<file path="src/rtl/sha256_kw_sched_pkg.sv">
// Shared SHA-256 definitions for the K+W round-word scheduler: state
// encoding, schedule length and the small-sigma message expansion functions.
package sha256_kw_sched_pkg;

  localparam int ROUNDS = 64;
  localparam int WORDS  = 16;

  typedef logic [31:0] word_t;
  typedef logic [5:0]  round_t;

  localparam round_t LAST_ROUND = round_t'(ROUNDS - 1);

  localparam logic [1:0] ST_IDLE = 2'd0;
  localparam logic [1:0] ST_RUN  = 2'd1;
  localparam logic [1:0] ST_DONE = 2'd2;

  function automatic word_t sig0(input word_t x);
    return {x[6:0], x[31:7]} ^ {x[17:0], x[31:18]} ^ (x >> 3);
  endfunction

  function automatic word_t sig1(input word_t x);
    return {x[16:0], x[31:17]} ^ {x[18:0], x[31:19]} ^ (x >> 10);
  endfunction

endpackage

</file>
<file path="src/rtl/sha256_kw_sched_if.sv">
// Host-side bundle of the scheduler: start/block load, K table lookup and the
// valid/ready round-word stream. master = scheduler, slave = surrounding logic.
interface sha256_kw_sched_if;
  import sha256_kw_sched_pkg::*;

  logic         start;
  logic [511:0] block;
  round_t       k_addr;
  word_t        k_data;
  logic         kw_valid;
  logic         kw_ready;
  word_t        kw_data;
  round_t       kw_round;
  logic         busy;
  logic         done;

  modport master (
    input  start, block, k_data, kw_ready,
    output k_addr, kw_valid, kw_data, kw_round, busy, done
  );

  modport slave (
    output start, block, k_data, kw_ready,
    input  k_addr, kw_valid, kw_data, kw_round, busy, done
  );

endinterface

</file>
<file path="src/rtl/sha256_w_window.sv">
// 16-word sliding message window; each shift appends the next expanded word,
// so w[0] always holds W_t for the current round.
module sha256_w_window
  import sha256_kw_sched_pkg::*;
(
  input  logic         clk,
  input  logic         reset_n,
  input  logic         load,
  input  logic         shift,
  input  logic [511:0] block,
  output word_t        w0
);

  word_t w [WORDS];
  word_t w_new;

  // Expansion is applied on every shift, including the first 16 rounds.
  assign w_new = sig1(w[14]) + w[9] + sig0(w[1]) + w[0];

  always_ff @(posedge clk or negedge reset_n) begin
    if (!reset_n) begin
      for (int i = 0; i < WORDS; i++) w[i] <= '0;
    end else if (load) begin
      for (int i = 0; i < WORDS; i++) w[i] <= block[511 - 32*i -: 32];
    end else if (shift) begin
      for (int i = 0; i < WORDS - 1; i++) w[i] <= w[i + 1];
      w[WORDS - 1] <= w_new;
    end
  end

  assign w0 = w[0];

endmodule

</file>
<file path="src/rtl/sha256_kw_sched.sv">
// SHA-256 round-word scheduler: streams (K_t + W_t) for t = 0..63 over a
// valid/ready handshake, reading K from an external combinational table.
//
// state   | meaning
// --------+--------------------------------------------------------------
// IDLE    | waiting for start; outputs parked at zero, no valid word
// RUN     | presenting round t; advances on each kw_valid && kw_ready
// DONE    | one-cycle done pulse after round 63 is accepted
module sha256_kw_sched
  import sha256_kw_sched_pkg::*;
(
  input  logic               clk,
  input  logic               reset_n,
  sha256_kw_sched_if.master  bus
);

  logic [1:0] state;
  logic [1:0] state_nxt;
  round_t     t;
  word_t      w0;

  logic in_idle;
  logic in_run;
  logic in_done;
  logic load;
  logic xfer;
  logic last;

  assign in_idle = (state == ST_IDLE);
  assign in_run  = (state == ST_RUN);
  assign in_done = (state == ST_DONE);
  assign load    = in_idle && bus.start;
  assign xfer    = in_run && bus.kw_ready;
  assign last    = (t == LAST_ROUND);

  always_comb begin
    state_nxt = state;
    case (state)
      ST_IDLE: if (bus.start)   state_nxt = ST_RUN;
      ST_RUN:  if (xfer && last) state_nxt = ST_DONE;
      ST_DONE:                  state_nxt = ST_IDLE;
      default:                  state_nxt = ST_IDLE;
    endcase
  end

  always_ff @(posedge clk or negedge reset_n) begin
    if (!reset_n) begin
      state <= ST_IDLE;
      t     <= '0;
    end else begin
      state <= state_nxt;
      // Round 63 leaves RUN, so the counter returns to 0 instead of wrapping on.
      if (load)      t <= '0;
      else if (xfer) t <= last ? '0 : t + round_t'(1);
    end
  end

  sha256_w_window u_w_window (
    .clk     (clk),
    .reset_n (reset_n),
    .load    (load),
    .shift   (xfer),
    .block   (bus.block),
    .w0      (w0)
  );

  assign bus.k_addr   = in_run ? t : '0;
  assign bus.kw_round = in_run ? t : '0;
  assign bus.kw_valid = in_run;
  assign bus.kw_data  = bus.k_data + w0;
  assign bus.busy     = in_run || in_done;
  assign bus.done     = in_done;

endmodule

</file>
<file path="src/flat_wrapper.sv">
// flat-port wrapper written by rule: the top's interface ports become plain ports
module sha256_kw_sched_flat import sha256_kw_sched_pkg::*;
  (clk, reset_n, bus_start, bus_block, bus_k_data, bus_kw_ready, bus_k_addr, bus_kw_valid, bus_kw_data, bus_kw_round, bus_busy, bus_done);
  sha256_kw_sched_if bus_i ();
  input  logic clk;
  input  logic reset_n;
  input wire logic [$bits(bus_i.start)-1:0] bus_start;
  input wire logic [$bits(bus_i.block)-1:0] bus_block;
  input wire logic [$bits(bus_i.k_data)-1:0] bus_k_data;
  input wire logic [$bits(bus_i.kw_ready)-1:0] bus_kw_ready;
  output wire logic [$bits(bus_i.k_addr)-1:0] bus_k_addr;
  output wire logic [$bits(bus_i.kw_valid)-1:0] bus_kw_valid;
  output wire logic [$bits(bus_i.kw_data)-1:0] bus_kw_data;
  output wire logic [$bits(bus_i.kw_round)-1:0] bus_kw_round;
  output wire logic [$bits(bus_i.busy)-1:0] bus_busy;
  output wire logic [$bits(bus_i.done)-1:0] bus_done;
  assign bus_i.start = bus_start;
  assign bus_i.block = bus_block;
  assign bus_i.k_data = bus_k_data;
  assign bus_i.kw_ready = bus_kw_ready;
  assign bus_k_addr = bus_i.k_addr;
  assign bus_kw_valid = bus_i.kw_valid;
  assign bus_kw_data = bus_i.kw_data;
  assign bus_kw_round = bus_i.kw_round;
  assign bus_busy = bus_i.busy;
  assign bus_done = bus_i.done;
  sha256_kw_sched u_core (.clk(clk), .reset_n(reset_n), .bus(bus_i));
endmodule
</file>
<file path="config.mk">
export PLATFORM = sky130hd
export DESIGN_NAME = sha256_kw_sched_flat
export DESIGN_NICKNAME = d
export VERILOG_FILES = /design/src/rtl/sha256_kw_sched_pkg.sv /design/src/rtl/sha256_kw_sched_if.sv /design/src/rtl/sha256_w_window.sv /design/src/rtl/sha256_kw_sched.sv /design/src/flat_wrapper.sv
export SDC_FILE = /design/constraint.sdc
export NUM_CORES = 2
export LEC_CHECK = 0
export ABC_AREA = 1
export CORE_MARGIN = 8
export CORE_UTILIZATION = 40
export CTS_CLUSTER_DIAMETER = 150
export DETAILED_ROUTE_END_ITERATION = 10
export GPL_TIMING_DRIVEN = 0
export PLACE_DENSITY = 0.62
export SLEW_MARGIN = 40
export SYNTH_ARGS = -nofsm -noshare
export SYNTH_HDL_FRONTEND = slang
export SYNTH_HIERARCHICAL = 1
export SYNTH_SLANG_ARGS = --single-unit
export TNS_END_PERCENT = 20
</file>
<file path="constraint.sdc">
create_clock -name clk -period 4.4 [get_ports clk]
set_input_delay 1.1 -clock clk [delete_from_list [all_inputs] [get_ports clk]]
set_output_delay 1.1 -clock clk [all_outputs]
set_load 0.01 [all_outputs]
</file>
# Yosys cells after proc, flatten, opt, wreduce, memory -nomap -nowiden
# Index checks and enable logic that the tools add are counted.
# op_classes
mux,9
n_bitwise,4
eq_ne,5
n_div,0
n_reduce_logical,7
add_sub_neg,5
multipliers,0
order_cmp,0
n_shift,0
# op_table
operator,count
512-bit 2-to-1 mux,2
32-bit adder,4
32-bit XOR,2
32-bit by 22-bit XOR with 32-bit output,1
32-bit by 29-bit XOR with 32-bit output,1
6-bit 2-to-1 mux,4
"6-bit by 1-bit adder with 6-bit output, second input constant",1
"6-bit equality test, second input constant",1
2-bit 2-to-1 mux,2
"2-bit inequality test, second input constant",2
2-bit one-hot mux with 2 select lines,1
1-bit logical AND,3
"2-bit by 1-bit equality test with 1-bit output, second input constant",1
"2-bit equality test, second input constant",1
2-bit zero test,1
2-bit AND reduction,1
2-bit nonzero test,1
1-bit logical OR,1
# totals
out_inout_bits,47
mem_bits_rw,0
romBits,0
latch_bits,0
ff_bits,520
word_cells,48
n_memories,0
input_bits,548

# Logic depth before layout (Yosys ltp)
# depth
word_depth,7
mapped_depth,20
depth_no_buf,19

# Modules after synthesis
# The synthesis kept the hierarchy.
# by_module_without_submodules
module,area_per_inst_um2,cells_per_inst,instances,seq_area_each_um2
sha256_w_window,27298.7,3395,1,12812.3
sha256_kw_sched,2906.5,567,1,200.2

# Worst setup path after synthesis
# No wires, ideal clock.
# synth_timing
kind,input to output
start,input bus_k_data[0]
end,output bus_kw_data[28]
path_slack_ns,0.863
required_time_ns,3.300
arrival_ns,2.437
path_buffers,0
path_stages,12
cell_sequence,ha_1 > fa_1 > nand3_1 > nand3_2 > nand2_1 > nand2_2 > nand2_1 > nand2_2 > nand2_1 > nand2_1 > nand2_1 > nand2_1
# synth_via
elab_chain_len,1
# synth_lines
element,line,rtl
"start, declared",flat_wrapper.sv:9,input wire logic [$bits(bus_i.k_data)-1:0] bus_k_data;
32-bit adder,sha256_kw_sched.sv:70,assign bus.kw_data = bus.k_data + w0;
"end, declared",flat_wrapper.sv:13,output wire logic [$bits(bus_i.kw_data)-1:0] bus_kw_data;
# Every way passes these cells.

# Worst setup path after layout
# layout_timing
start,input bus_k_data[0]
end,output bus_kw_data[26]
# The elaborated chain is that of the path after synthesis.

==> impl_metrics.env <==
export IMPL_rows=100
export IMPL_hold_path_class="in2async"
export IMPL_die_area_sq_um=84560
export IMPL_synth_top_area_share_pct=43.08
export IMPL_vias_per_cell=5.176
export IMPL_hold_buffers=0
export IMPL_crit_required_ps=3300
export IMPL_crit_fanout=3
export IMPL_area_delta_synth_final_pct=31.54
export IMPL_async_flop_share_pct=100.0
export IMPL_design_core_area_sq_um=74570
export IMPL_initial_utilization_pct=40.51
export IMPL_finalNetCount=5303
export IMPL_drt_iter0_drc=2788
export IMPL_slew_viol_final=0
export IMPL_rr_worst_depth=14
export IMPL_cts_num_sinks=520
export IMPL_die_w_microns=290.8
export IMPL_synthCells=3962
export IMPL_period_needed_ps=4371
export IMPL_antenna_found_initial=13
export IMPL_vias=29250
export IMPL_synthTopCellsByCount="nand2_1 (1655), dfrtp_1 (520), nand3_1 (439), inv_1 (393), o211ai_1 (121)"
export IMPL_pin_count=595
export IMPL_maxCapViolations=0
export IMPL_grt_max_degree=73
export IMPL_worst_pin_slew_ps=919.2
export IMPL_portBuffers=594
export IMPL_clock_latency_ps=630
export IMPL_rsz0062_at_grt="yes"
export IMPL_synth_avg_cell_area_sq_um=7.624
export IMPL_dp_cells=5533
export IMPL_status="completed"
export IMPL_path_class="in2out"
export IMPL_slew_headroom_pct=38.72
export IMPL_grt_overflow=0
export IMPL_dr_pass1_iters=7
export IMPL_synthMostInstantiatedCell="nand2_1"
export IMPL_path_clk_slew_ps=60
export IMPL_yosysWarningCount=6
export IMPL_wl_microns=133400
export IMPL_synth_area_leaders="dfrtp_1 (43%), nand2_1 (21%), nand3_1 (7.3%)"
export IMPL_synth_ff_type="dfrtp_1"
export IMPL_htree_num_levels=2
export IMPL_ys_seq_elements=520
export IMPL_arrival_ps=3270
export IMPL_yosysUniqueCellTypes=40
export IMPL_dpl_hpwl_microns=110200
export IMPL_hold_viol=0
export IMPL_fin_crit_sh_pct=99.34
export IMPL_drt_antenna_violating_nets=0
export IMPL_fmax_mhz=228.8
export IMPL_synth_nets=4640
export IMPL_drive_above_1_share_pct=6.915
export IMPL_wl_per_cell_microns=23.61
export IMPL_worst_setup_path_end_kind="primary output"
export IMPL_critPathLaunchType="input port"
export IMPL_pre_cts_slack_ps=-256.2
export IMPL_fin_ws_ps=28.95
export IMPL_clock_path_buffers=3
export IMPL_gp_congestion=1.009
export IMPL_grt_pass1_wl_microns=193200
export IMPL_instances_no_fill=5651
export IMPL_synth_edf_count=0
export IMPL_fin_skew_ps=38.95
export IMPL_fillers=7310
export IMPL_hold_slack_ps=324.0
export IMPL_yosysTopAreaCell="dfrtp_1"
export IMPL_die_height_microns=290.8
export IMPL_regToRegSetupSlack_ps=280
export IMPL_grt_total_usage_pct=30.54
export IMPL_finalSetupViolations=0
export IMPL_grt_pass1_vias=29710
export IMPL_synth_area_sq_um=30210
export IMPL_route_detailed_drc=0
export IMPL_cts_root_buf="clkbuf_16"
export IMPL_post_route_util_pct=53.28
export IMPL_cts_tree="built"
export IMPL_cts_buffers=57
export IMPL_yosysSeqAreaShare_pct=43.08
-- metal layers --
| layer | share of wire, % | routed length, microns | GRT usage [%] |
|---|---|---|---|
| met5 | 0.025 | 34 | 0 |
| met1 | 42 | 55740 | 39.60 |
| met2 | 46 | 61920 | 50.14 |
| met4 | 3.5 | 4715 | 10.40 |
| met3 | 8.2 | 11000 | 6.918 |
-- what timing repair did --
action,4_1_cts,5_1_grt
buffers inserted,2,0
endpoints found under the setup margin,19,14
gates resized for setup,31,13
cloned,0,0
pin swaps,1,0
-- final timing paths --
path / from / to
worst min-delay path: reset_n / u_core/u_w_window/w[142]$_DFFE_PN0P_
worst max register to register: u_core/u_w_window/w[43]$_DFFE_PN0P_ / u_core/u_w_window/w[13]$_DFFE_PN0P_
worst min register to register: u_core/u_w_window/w[288]$_DFFE_PN0P_ / u_core/u_w_window/w[320]$_DFFE_PN0P_
worst max-delay path: bus_k_data[0] / bus_kw_data[26]
max in group asynchronous: reset_n / u_core/u_w_window/w0[23]$_DFFE_PN0P_
min in group clk: u_core/u_w_window/w[288]$_DFFE_PN0P_ / u_core/u_w_window/w[320]$_DFFE_PN0P_
-- placed cells by master (no fill, tap or decap), types with 8 or more instances in the layout --
master / n
nand3_1: 438
nand2_1: 1654
ha_1: 48
dlygate4sd2_1: 12
nand2_2: 23
xnor2_1: 73
clkbuf_16: 57
a22oi_1: 24
fa_1: 62
buf_4: 67
dfrtp_1: 520
o21ai_0: 20
clkdlybuf4s50_1: 577
clkinv_2: 9
clkbuf_2: 8
a21oi_1: 49
xor2_1: 70
o221ai_1: 37
buf_2: 73
ha_4: 13
inv_1: 393
diode_2: 11
o211ai_1: 121
clkbuf_1: 107
buf_16: 8
nor2_1: 100
clkbuf_8: 18
-- sequential cells by signal, indices dropped and copies added (netlist names) --
register              count
u_core/t                  6
u_core/u_w_window/w0     32
u_core/u_w_window/w     480
u_core/state              2
-- through the flow --
stage                     TNS, ps  cell area (sq um)
after floorplan                 0              30210
after global routing       -460.6              39730
after CTS                  -47.87              39650
after detailed placement    -2128              37590
final                           0              39730
after global placement          -              37360
-- worst max-delay path, cell delays in order --
cell and delay [ps]:
clkdlybuf4s50_1 400, ha_2 220, fa_2 360, buf_4 150, nand3_1 90, nand3_2 140, nand2_1 110, nand4_1 80
nand2_1 90, clkdlybuf4s50_1 530
-- logic make-up after synthesis --
group / after synthesis / synth area share [%]
adder cells (fa/ha/maj): 130 / 6.951
XOR/XNOR: 143 / 4.146
AND/OR/NAND/NOR: 2254 / 30.47
flip-flops: 520 / 43.08
buffers and inverters: 646 / 9.150
AO/OA/AOI/OAI: 269 / 6.205
-- cell type report --
| cell class | instances | area [sq um] | share of cell area, % |
|---|---|---|---|
| well taps | 969 | 1212 | 3.051 |
| clock inverters | 18 | 175.2 | 0.4409 |
| clock buffers | 87 | 1719 | 4.327 |
| diodes | 11 | 27.53 | 0.06928 |
| repair buffers | 604 | 6181 | 15.56 |
| multi-input cells | 2796 | 14640 | 36.83 |
| inverters | 399 | 1498 | 3.769 |
| flip-flops and latches | 520 | 13010 | 32.75 |
| plain buffers | 247 | 1272 | 3.203 |
Power is left out: the tool's default activity adds up to more than one toggle a clock period on the data nets, which glitch-free logic cannot reach.
